`config.mk`:
```
export PLATFORM = sky130hd
export DESIGN_NAME = fp_mul_pipe
export DESIGN_NICKNAME = d
export VERILOG_FILES = /design/src/rtl/fp_pkg.sv /design/src/rtl/fp_round_pack.sv /design/src/rtl/fp_mul_pipe.sv
export SDC_FILE = /design/constraint.sdc
export NUM_CORES = 2
export LEC_CHECK = 0
export CORE_UTILIZATION = 55
export CTS_CLUSTER_DIAMETER = 120
export DETAILED_ROUTE_END_ITERATION = 8
export DONT_BUFFER_PORTS = 1
export PLACE_DENSITY = 0.81
export SETUP_SLACK_MARGIN = 0.15
export SLEW_MARGIN = 25
export SYNTH_ARGS = -nofsm -noshare
export SYNTH_HDL_FRONTEND = slang
export SYNTH_HIERARCHICAL = 1
export SYNTH_SLANG_ARGS = --single-unit
```
`constraint.sdc`:
```
create_clock -name clk -period 9.27 [get_ports clk]
set_clock_uncertainty 0.15 [all_clocks]
set_input_delay 2.3175 -clock clk [delete_from_list [all_inputs] [get_ports clk]]
set_output_delay 2.3175 -clock clk [all_outputs]
set_load 0.05 [all_outputs]
```
`src/rtl/fp_pkg.sv`:
```
// fp_pkg: definitions shared by the floating-point datapath blocks.
//   - FLG_* : bit positions within the 4-bit exception flag vector
//   - fp_cls_e : operand classification produced in the first stage
//   - fp_qnan() : canonical quiet NaN, returned right-aligned in 128 bits
package fp_pkg;

    localparam int FLG_INV = 3;
    localparam int FLG_OVF = 2;
    localparam int FLG_UNF = 1;
    localparam int FLG_INX = 0;

    typedef enum logic [1:0] {
        CLS_ZERO = 2'd0,
        CLS_NORM = 2'd1,
        CLS_INF  = 2'd2,
        CLS_NAN  = 2'd3
    } fp_cls_e;

    // {0, all-ones exponent, 1, zeros}. Callers truncate to their word width.
    function automatic logic [127:0] fp_qnan(input int exp_w, input int man_w);
        logic [127:0] v;
        v = (((128'd1 << exp_w) - 128'd1) << man_w) | (128'd1 << (man_w - 1));
        return v;
    endfunction

endpackage

```
`src/rtl/fp_round_pack.sv`:
```
// fp_round_pack: combinational normalise / round-to-nearest-even / special-case
// resolution / packing for a raw significand product.
//   sign_i   : result sign
//   cls_a_i  : class of operand A (fp_cls_e encoding)
//   cls_b_i  : class of operand B
//   esum_i   : signed biased exponent before normalisation (EXP_W+2 bits)
//   prod_i   : unsigned significand product, binary point below bit PW-2
//   p_o      : packed result {sign, exponent, fraction}
//   flags_o  : {invalid, overflow, underflow, inexact}
module fp_round_pack
    import fp_pkg::*;
#(
    parameter int EXP_W = 8,
    parameter int MAN_W = 23
) (
    input  logic                   sign_i,
    input  logic [1:0]             cls_a_i,
    input  logic [1:0]             cls_b_i,
    input  logic [EXP_W+1:0]       esum_i,
    input  logic [2*MAN_W+1:0]     prod_i,
    output logic [EXP_W+MAN_W:0]   p_o,
    output logic [3:0]             flags_o
);

    localparam int W  = 1 + EXP_W + MAN_W;
    localparam int PW = 2 * MAN_W + 2;
    localparam logic [W-1:0] QNAN = W'(fp_qnan(EXP_W, MAN_W));
    localparam logic signed [EXP_W+1:0] EMAX_S = (EXP_W+2)'((1 << EXP_W) - 1);

    logic                    msb;
    logic [PW-2:0]           norm;       // product below the hidden bit, left-aligned
    logic [MAN_W-1:0]        frac;
    logic                    g_bit, s_bit, rnd_up, carry;
    logic [MAN_W-1:0]        frac_r;
    logic signed [EXP_W+1:0] esum_n, esum_f;
    logic                    any_nan, any_inf, any_zero, inv, ovf, unf;

    always_comb begin
        msb  = prod_i[PW-1];
        // Drop the hidden bit; the shift-in zero never affects the sticky OR.
        norm = msb ? prod_i[PW-2:0] : {prod_i[PW-3:0], 1'b0};
        frac  = norm[PW-2 -: MAN_W];
        g_bit = norm[MAN_W];
        s_bit = |norm[MAN_W-1:0];
        rnd_up = g_bit & (s_bit | frac[0]);
        // All-ones fraction rounding up wraps frac_r to zero by itself.
        {carry, frac_r} = {1'b0, frac} + {{MAN_W{1'b0}}, rnd_up};
        esum_n = $signed(esum_i) + $signed({{(EXP_W+1){1'b0}}, msb});
        esum_f = esum_n + $signed({{(EXP_W+1){1'b0}}, carry});

        any_nan  = (cls_a_i == CLS_NAN)  | (cls_b_i == CLS_NAN);
        any_inf  = (cls_a_i == CLS_INF)  | (cls_b_i == CLS_INF);
        any_zero = (cls_a_i == CLS_ZERO) | (cls_b_i == CLS_ZERO);
        inv = any_inf & any_zero;
        ovf = (esum_f >= EMAX_S);
        unf = esum_f[EXP_W+1] | (esum_f == '0);

        p_o     = {sign_i, esum_f[EXP_W-1:0], frac_r};
        flags_o = 4'b0000;
        flags_o[FLG_INX] = g_bit | s_bit;

        if (any_nan | inv) begin
            p_o     = QNAN;
            flags_o = 4'b0000;
            flags_o[FLG_INV] = inv;
        end else if (any_inf) begin
            p_o     = {sign_i, {EXP_W{1'b1}}, {MAN_W{1'b0}}};
            flags_o = 4'b0000;
        end else if (any_zero) begin
            p_o     = {sign_i, {(W-1){1'b0}}};
            flags_o = 4'b0000;
        end else if (ovf) begin
            p_o     = {sign_i, {EXP_W{1'b1}}, {MAN_W{1'b0}}};
            flags_o = 4'b0000;
            flags_o[FLG_OVF] = 1'b1;
            flags_o[FLG_INX] = 1'b1;
        end else if (unf) begin
            p_o     = {sign_i, {(W-1){1'b0}}};
            flags_o = 4'b0000;
            flags_o[FLG_UNF] = 1'b1;
            flags_o[FLG_INX] = 1'b1;
        end
    end

endmodule

```
`src/rtl/fp_mul_pipe.sv`:
```
// fp_mul_pipe: 3-stage pipelined floating-point multiplier with valid/ready.
//   S1 classify + exponent sum, S2 significand multiply, S3 round/pack into
//   the output register. All stages advance together when the output slot is
//   empty or being drained; bubbles are carried, not compressed.
//   clk, rst_n          : clock, synchronous active-low reset
//   in_valid/in_ready   : operand handshake; in_a, in_b operands
//   out_valid/out_ready : result handshake; out_p product, out_flags
//                         {invalid, overflow, underflow, inexact}
module fp_mul_pipe
    import fp_pkg::*;
#(
    parameter int EXP_W = 8,
    parameter int MAN_W = 23
) (
    input  logic                 clk,
    input  logic                 rst_n,
    input  logic                 in_valid,
    output logic                 in_ready,
    input  logic [EXP_W+MAN_W:0] in_a,
    input  logic [EXP_W+MAN_W:0] in_b,
    output logic                 out_valid,
    input  logic                 out_ready,
    output logic [EXP_W+MAN_W:0] out_p,
    output logic [3:0]           out_flags
);

    localparam int W      = 1 + EXP_W + MAN_W;
    localparam int BIAS   = (1 << (EXP_W - 1)) - 1;
    localparam int PW     = 2 * MAN_W + 2;
    localparam int STAGES = 3;
    localparam logic signed [EXP_W+1:0] BIAS_S = (EXP_W+2)'(BIAS);

    // Stage valid bits: [1]=S1, [2]=S2, [3]=output register.
    logic [STAGES:1] vld_pipe_q, vld_pipe_d;
    logic            adv;

    // S1
    logic                    s1_sign_q, s1_sign_d;
    fp_cls_e                 s1_cls_a_q, s1_cls_a_d, s1_cls_b_q, s1_cls_b_d;
    logic signed [EXP_W+1:0] s1_esum_q, s1_esum_d;
    logic [MAN_W:0]          s1_ma_q, s1_ma_d, s1_mb_q, s1_mb_d;
    // S2
    logic                    s2_sign_q, s2_sign_d;
    fp_cls_e                 s2_cls_a_q, s2_cls_a_d, s2_cls_b_q, s2_cls_b_d;
    logic signed [EXP_W+1:0] s2_esum_q, s2_esum_d;
    logic [PW-1:0]           s2_prod_q, s2_prod_d;
    // S3 / output
    logic [W-1:0]            p_q, p_d, rp_p;
    logic [3:0]              flags_q, flags_d, rp_flags;

    function automatic fp_cls_e classify(input logic [W-1:0] x);
        if (x[W-2 -: EXP_W] == '0)                 return CLS_ZERO; // subnormals flush
        else if (x[W-2 -: EXP_W] != '1)            return CLS_NORM;
        else if (x[MAN_W-1:0] == '0)               return CLS_INF;
        else                                       return CLS_NAN;
    endfunction

    assign adv       = ~vld_pipe_q[STAGES] | out_ready;
    assign in_ready  = adv;
    assign out_valid = vld_pipe_q[STAGES];
    assign out_p     = p_q;
    assign out_flags = flags_q;

    fp_round_pack #(.EXP_W(EXP_W), .MAN_W(MAN_W)) u_round_pack (
        .sign_i  (s2_sign_q),
        .cls_a_i (s2_cls_a_q),
        .cls_b_i (s2_cls_b_q),
        .esum_i  (s2_esum_q),
        .prod_i  (s2_prod_q),
        .p_o     (rp_p),
        .flags_o (rp_flags)
    );

    always_comb begin
        vld_pipe_d = vld_pipe_q;
        s1_sign_d = s1_sign_q;  s1_cls_a_d = s1_cls_a_q;  s1_cls_b_d = s1_cls_b_q;
        s1_esum_d = s1_esum_q;  s1_ma_d    = s1_ma_q;     s1_mb_d    = s1_mb_q;
        s2_sign_d = s2_sign_q;  s2_cls_a_d = s2_cls_a_q;  s2_cls_b_d = s2_cls_b_q;
        s2_esum_d = s2_esum_q;  s2_prod_d  = s2_prod_q;
        p_d       = p_q;        flags_d    = flags_q;

        if (adv) begin
            vld_pipe_d = {vld_pipe_q[STAGES-1:1], in_valid};
            // Payloads only load behind a valid token so a bubble leaves
            // the previous result visible on out_p.
            if (in_valid) begin
                s1_sign_d  = in_a[W-1] ^ in_b[W-1];
                s1_cls_a_d = classify(in_a);
                s1_cls_b_d = classify(in_b);
                s1_esum_d  = $signed({2'b00, in_a[W-2 -: EXP_W]})
                           + $signed({2'b00, in_b[W-2 -: EXP_W]}) - BIAS_S;
                s1_ma_d    = {1'b1, in_a[MAN_W-1:0]};
                s1_mb_d    = {1'b1, in_b[MAN_W-1:0]};
            end
            if (vld_pipe_q[1]) begin
                s2_sign_d  = s1_sign_q;
                s2_cls_a_d = s1_cls_a_q;
                s2_cls_b_d = s1_cls_b_q;
                s2_esum_d  = s1_esum_q;
                s2_prod_d  = PW'(s1_ma_q) * PW'(s1_mb_q);
            end
            if (vld_pipe_q[2]) begin
                p_d     = rp_p;
                flags_d = rp_flags;
            end
        end
    end

    always_ff @(posedge clk) begin
        if (!rst_n) begin
            vld_pipe_q <= '0;
            p_q        <= '0;
            flags_q    <= '0;
        end else begin
            vld_pipe_q <= vld_pipe_d;
            p_q        <= p_d;
            flags_q    <= flags_d;
        end
    end

    // Datapath payload carries no reset; validity is tracked by vld_pipe_q.
    always_ff @(posedge clk) begin
        s1_sign_q  <= s1_sign_d;
        s1_cls_a_q <= s1_cls_a_d;
        s1_cls_b_q <= s1_cls_b_d;
        s1_esum_q  <= s1_esum_d;
        s1_ma_q    <= s1_ma_d;
        s1_mb_q    <= s1_mb_d;
        s2_sign_q  <= s2_sign_d;
        s2_cls_a_q <= s2_cls_a_d;
        s2_cls_b_q <= s2_cls_b_d;
        s2_esum_q  <= s2_esum_d;
        s2_prod_q  <= s2_prod_d;
    end

endmodule

```
; ---- Word-level counts from Yosys, hierarchy flattened
; Cells that the tools add are included.
[totals]
input_bits = 68
output_inout_bits = 38
wordCells = 69
reg_bits = 163
[classes]
n_reduce_logical = 13
mux = 15
order_cmp = 1
n_eq_ne = 6
n_bitwise = 12
n_mul = 1
addsub = 5
[ops]
columns = operator, count
row1 = 2-to-1 mux 31 bit, 4
row2 = multiplier 24 x 24 -> 48 bit, 1
row3 = 2-to-1 mux 47 bit, 1
row4 = logical NOT 23 bit, 2
row5 = 2-to-1 mux 32 bit, 1
row6 = adder 23 x 1 -> 24 bit, 1
row7 = OR reduction 23 bit, 1
row8 = adder 10 x 2 -> 10 bit, 2
row9 = logical NOT 8 bit, 2
row10 = 2-to-1 mux 4 bit, 4
row11 = inequality test 8 bit (second input constant), 2
row12 = greater-or-equal comparator 10 x 9 -> 1 bit (second input constant), 1
row13 = logical NOT 10 bit, 1
row14 = subtractor 9 x 7 -> 10 bit (second input constant), 1
row15 = adder 8 x 8 -> 9 bit, 1
row16 = equality test 2 bit (second input constant), 4
row17 = bitwise OR 1 bit, 8
row18 = AND reduction 2 bit, 3
row19 = logical NOT 2 bit, 2
row20 = 2-to-1 mux 1 bit, 4
row21 = OR reduction 2 bit, 2
row22 = bitwise AND 1 bit, 2
row23 = 2-to-1 mux 2 bit, 1
row24 = NOT 1 bit, 1
row25 = bitwise XOR 1 bit, 1

; ---- Longest topological paths before layout
[depth]
ltp_word = 13
depth_mapped = 26
depth_no_buf = 25

; ---- By module
; The synthesis kept the hierarchy.
[modules_own_cells]
columns = module, area_each_um2, n_inst, seq_area_each_um2, cells_each
row1 = fp_mul_pipe, 24425.9, 1, 4504.3, 2496
row2 = fp_round_pack, 1639.1, 1, 0.0, 248

; ---- Worst setup path before layout
; No wires, ideal clock.
[synth_timing]
path_type = register to register
start = register s1_ma_q[13]
end = register s2_prod_q[44], data pin
path_buffers = 1
required_time_ps = 8854
stages_incl_launch_ff = 27
setup_time_ps = 266
slack_ps = 2427
period_less_slack_ps = 6843
t_arrival_ps = 6427
path_cell_list = edfxtp_1 -> clkbuf_1 -> nand2_1 -> fa_1 -> inv_1 -> fa_1 -> inv_1 -> fa_1 -> inv_1 -> fa_1 -> inv_1 -> fa_1 -> inv_1 -> fa_1 -> inv_1 -> fa_1 -> inv_1 -> ha_1 -> and3_4 -> and2_4 -> a221oi_2 -> o21ai_2 -> a31oi_4 -> o21ai_2 -> a31oi_4 -> o31ai_4 -> xor2_1
[synth_via]
elab_chain_len = 1
[synth_lines]
columns = element, line_no
row1 = start: declaration, fp_mul_pipe.sv:41  ; logic [MAN_W:0] s1_ma_q, s1_ma_d, s1_mb_q, s1_mb_d;
row2 = start signal: assignment, fp_mul_pipe.sv:127  ; s1_ma_q <= s1_ma_d;
row3 = multiplier 24 x 24 -> 48 bit, fp_mul_pipe.sv:100  ; s2_prod_d = PW'(s1_ma_q) * PW'(s1_mb_q);
row4 = end signal: assignment, fp_mul_pipe.sv:133  ; s2_prod_q <= s2_prod_d;
row5 = end: declaration, fp_mul_pipe.sv:46  ; logic [PW-1:0] s2_prod_q, s2_prod_d;
; Every way passes these cells.
; A chain may end at the register's enable or synchronous reset.

; ---- Final worst setup path
[layout_timing]
start = register s1_mb_q[8]
end = register s2_prod_q[44], data pin
[layout_via]
elab_chain_len = 1
[layout_lines]
columns = element, line_no
row1 = start: declaration, fp_mul_pipe.sv:41
row2 = start signal: assignment, fp_mul_pipe.sv:128  ; s1_mb_q <= s1_mb_d;
row3 = multiplier 24 x 24 -> 48 bit, fp_mul_pipe.sv:100
; Every way passes these cells.

==> results.md <==
* Die height at 219.7 um
* Status: finished, violations left
* Nets at 3417
* Dpl ws at ~1500 ps
* Initial Utilization at 0.5587
* Min Tclk post-route at 7849 ps
* Io pins at about 110
* Setup Fix Bufs, Post-CTS at 0
* Core Util, Final at 0.5836
* Post-route setup slack at about 1400 ps
* Most frequent cells in the layout: inv_1, fa_1, nand2_1
* Crit path DAT at roughly 7900 ps
* Startpoint types: flop
* Worst-path clk slew at roughly 70 ps
* Port Buffers at 0
* First-pass GRT wire length at roughly 110000 um
* Clock Path Buffers at 2
* DR vias/cell at between 5 and 6
* Adder-Cell Fraction of Synth Area at 0.4629
* Main combinational cell family by area after synthesis: adder cells
* Sink Count at approximately 160
* Hold WC Path Type: reg2reg
* Layout cells sized above 1 at 0.03832
* Mapped Cells at around 2700
* GRT Residual Overflow at 0
* Number of distinct library cells after synthesis at 69
* Crit path capture type: flop
* Post-synth EDFFs at 124
* Relative slew slack at 0.2498
* Worst hold slack at roughly 260 ps
* Setup tns final at 0 ps
* Synth Flop Type: edfxtp_1
* # fillers at 3850
* Drt pass-1 iters at 9
* Yosys top cell area share at 0.3717
* Most used routing layer: met2
* Largest net degree at the start of global routing at 65
* Mux share of post-synthesis cell area at 0.006576
* Syn_nets at 3486
* Vias in the first global route at between 20000 and 25000
* Clock Latency Late Sink at between 400 and 500 ps
* Critical Path RT at ~9300 ps
* Area contributors post-synth: fa_1, edfxtp_1, ha_1, inv_1, and2_1
* Global-route met1 utilization at 0.3703
* Violated checks: design-rule violations
* Final worst-path cycle share at 0.8467
* Pins Over Slew Limit at 0
* CTS Hold Bufs at 0
* Worst Max-Slew Pin Slew at between 1000 and 1500 ps
* Simple-Gate Fraction of Synth Area at 0.1618
* # DRC at 2
* Synth Area in XOR/XNOR at 0.03024
* Post-cts sizing count at 0
* Drt wl/cell at 20.85 um
* Layout area overhead at 4.469%
* Met3 Use GR at 0.06611
* Synthesized cell area at 26060 um2
* Initial antenna violation count at 3
* Critical path class: reg2reg
* Worst Hold Path Cells at 0
* Setup violators final at 0
* Most common cell after layout, fill and taps aside: inv_1
* Floorplan row count at 79
* Max_cap viols at 0
* Clock Tree Root: clkbuf_16
* Antenna-violating nets left at 0
* Synth warn at 6
* Mapped Avg Cell Area at approximately 9.5 um2
* Worst Path Max Fanout at 17
* CTS tree: done
* Tot GR Track Use at 0.2983
* Seq/Total Area, Yosys at 0.1728
* Yosys reg bits at around 160
* Met2 Use GR at 0.4817
* DR iter-0 viols at between 1500 and 2000
* Fin. Hold Viols at 0
* RSZ-0062 raised after global routing: no
* DIE WIDTH at 219.7 um
* R2R depth at 25
* Async S/R FF share, synth at 0
* H-tree depth at 4
* Post-DP HPWL at approximately 55000 um
* Total die area at about 48000 um2
* RePlAce Congestion at 0.9918
* Inserted Clock Buffers at 17
* Vias at around 19000
* Max frequency at 0.1274 GHz
* Compound-Gate Fraction of Synth Area at 0.06053
* Post-Route WL at between 60000 and 70000 um
* Core area at around 47000 um2
* Largest area contributor in the netlist: fa_1
-- critical path, cell delays in order, from the launching register on --
cell and delay (ps):
edfxtp_1 690, clkinv_1 500, nor2_1 270, fa_1 470
fa_1 530, inv_1 50, fa_1 480, inv_1 50
fa_1 490, inv_1 50, fa_1 530, inv_1 50
fa_1 470, inv_1 50, fa_1 520, inv_1 60
ha_1 330, a21oi_1 290, nand2_1 130, a221oi_2 250
o21ai_2 150, a31oi_4 280, o21ai_2 160, a31oi_4 320
o31ai_4 80, xor2_1 170
-- layout make-up --
class	instances	area, um2	area share
Multi-Input combinational cell	1855	18830	0.6914
Sequential cell	163	4504	0.1654
Inverter	608	2282	0.08381
Tap cell	607	759.5	0.02789
Clock buffer	17	425.4	0.01562
Timing Repair Buffer	30	232.7	0.008547
Clock inverter	15	196.4	0.007214
Antenna cell	1	2.502	0.00009190
-- per-stage QoR --
stage,instances,cell area (um2)
final,3296,27230
after floorplan,2744,26070
after global routing,3296,27230
after global placement,3262,26590
after detailed placement,3262,26590
after CTS,3294,27210
-- path summary, 6_finish.rpt --
check | slack [ps] | start | to
setup / recovery | 1420 | s1_mb_q[8] | s2_prod_q[44]
hold / removal | 260 | s1_esum_q[2] | s2_esum_q[2]
setup reg to reg | 1420 | s1_mb_q[8] | s2_prod_q[44]
hold reg to reg | 260 | s1_esum_q[2] | s2_esum_q[2]
-- synth_stat cells (6+ instances only) --
| cell type | count |
|---|---|
| dfxtp_1 | 39 |
| o21bai_1 | 11 |
| nor4_1 | 23 |
| edfxtp_1 | 124 |
| and2_1 | 252 |
| clkbuf_1 | 108 |
| nor2_1 | 94 |
| mux2i_1 | 16 |
| a211oi_2 | 11 |
| o21ai_0 | 27 |
| nand2b_1 | 8 |
| nand2_1 | 368 |
| and3_1 | 6 |
| inv_1 | 604 |
| nand4_1 | 25 |
| xnor2_1 | 53 |
| ha_1 | 190 |
| nand3_1 | 31 |
| buf_2 | 6 |
| a21oi_1 | 54 |
| fa_1 | 484 |
| nor2b_1 | 11 |
| o21a_1 | 6 |
| a21boi_0 | 40 |
| a21o_1 | 24 |
| nor3_1 | 18 |
| xor2_1 | 37 |
-- metal layers --
layer  routed length [um]  vias to the layer above
met3                 6116                      267
met1                25840                     9533
met2                32690                      939
met5                   34                        -
met4                 4024                        4
li1                     -                     8203
-- sequential cells by signal, indices dropped and copies added, names as in the netlist --
register and count:
s1_ma_q 23, s1_cls_a_q 2, out_flags 4, s2_esum_q 10, out_p 32, s1_sign_q 1
s2_cls_b_q 2, s1_esum_q 10, s1_cls_b_q 2, s2_cls_a_q 2, vld_pipe_q 3, s1_mb_q 23
s2_prod_q 48, s2_sign_q 1
-- logic make-up (layout without fill, tap and decap cells) --
kind of cell | count (synthesis) | in the layout
AO/OA/AOI/OAI | 216 | 216
XOR/XNOR | 90 | 90
adder cells (fa/ha/maj) | 674 | 674
buffers and inverters | 726 | 670
flip-flops | 163 | 163
multiplexers | 17 | 17
other | 0 | 1
AND/OR/NAND/NOR | 858 | 858
Power is not shown: default switching activity piles up to over one toggle a cycle in this logic, so the estimate is an artifact.
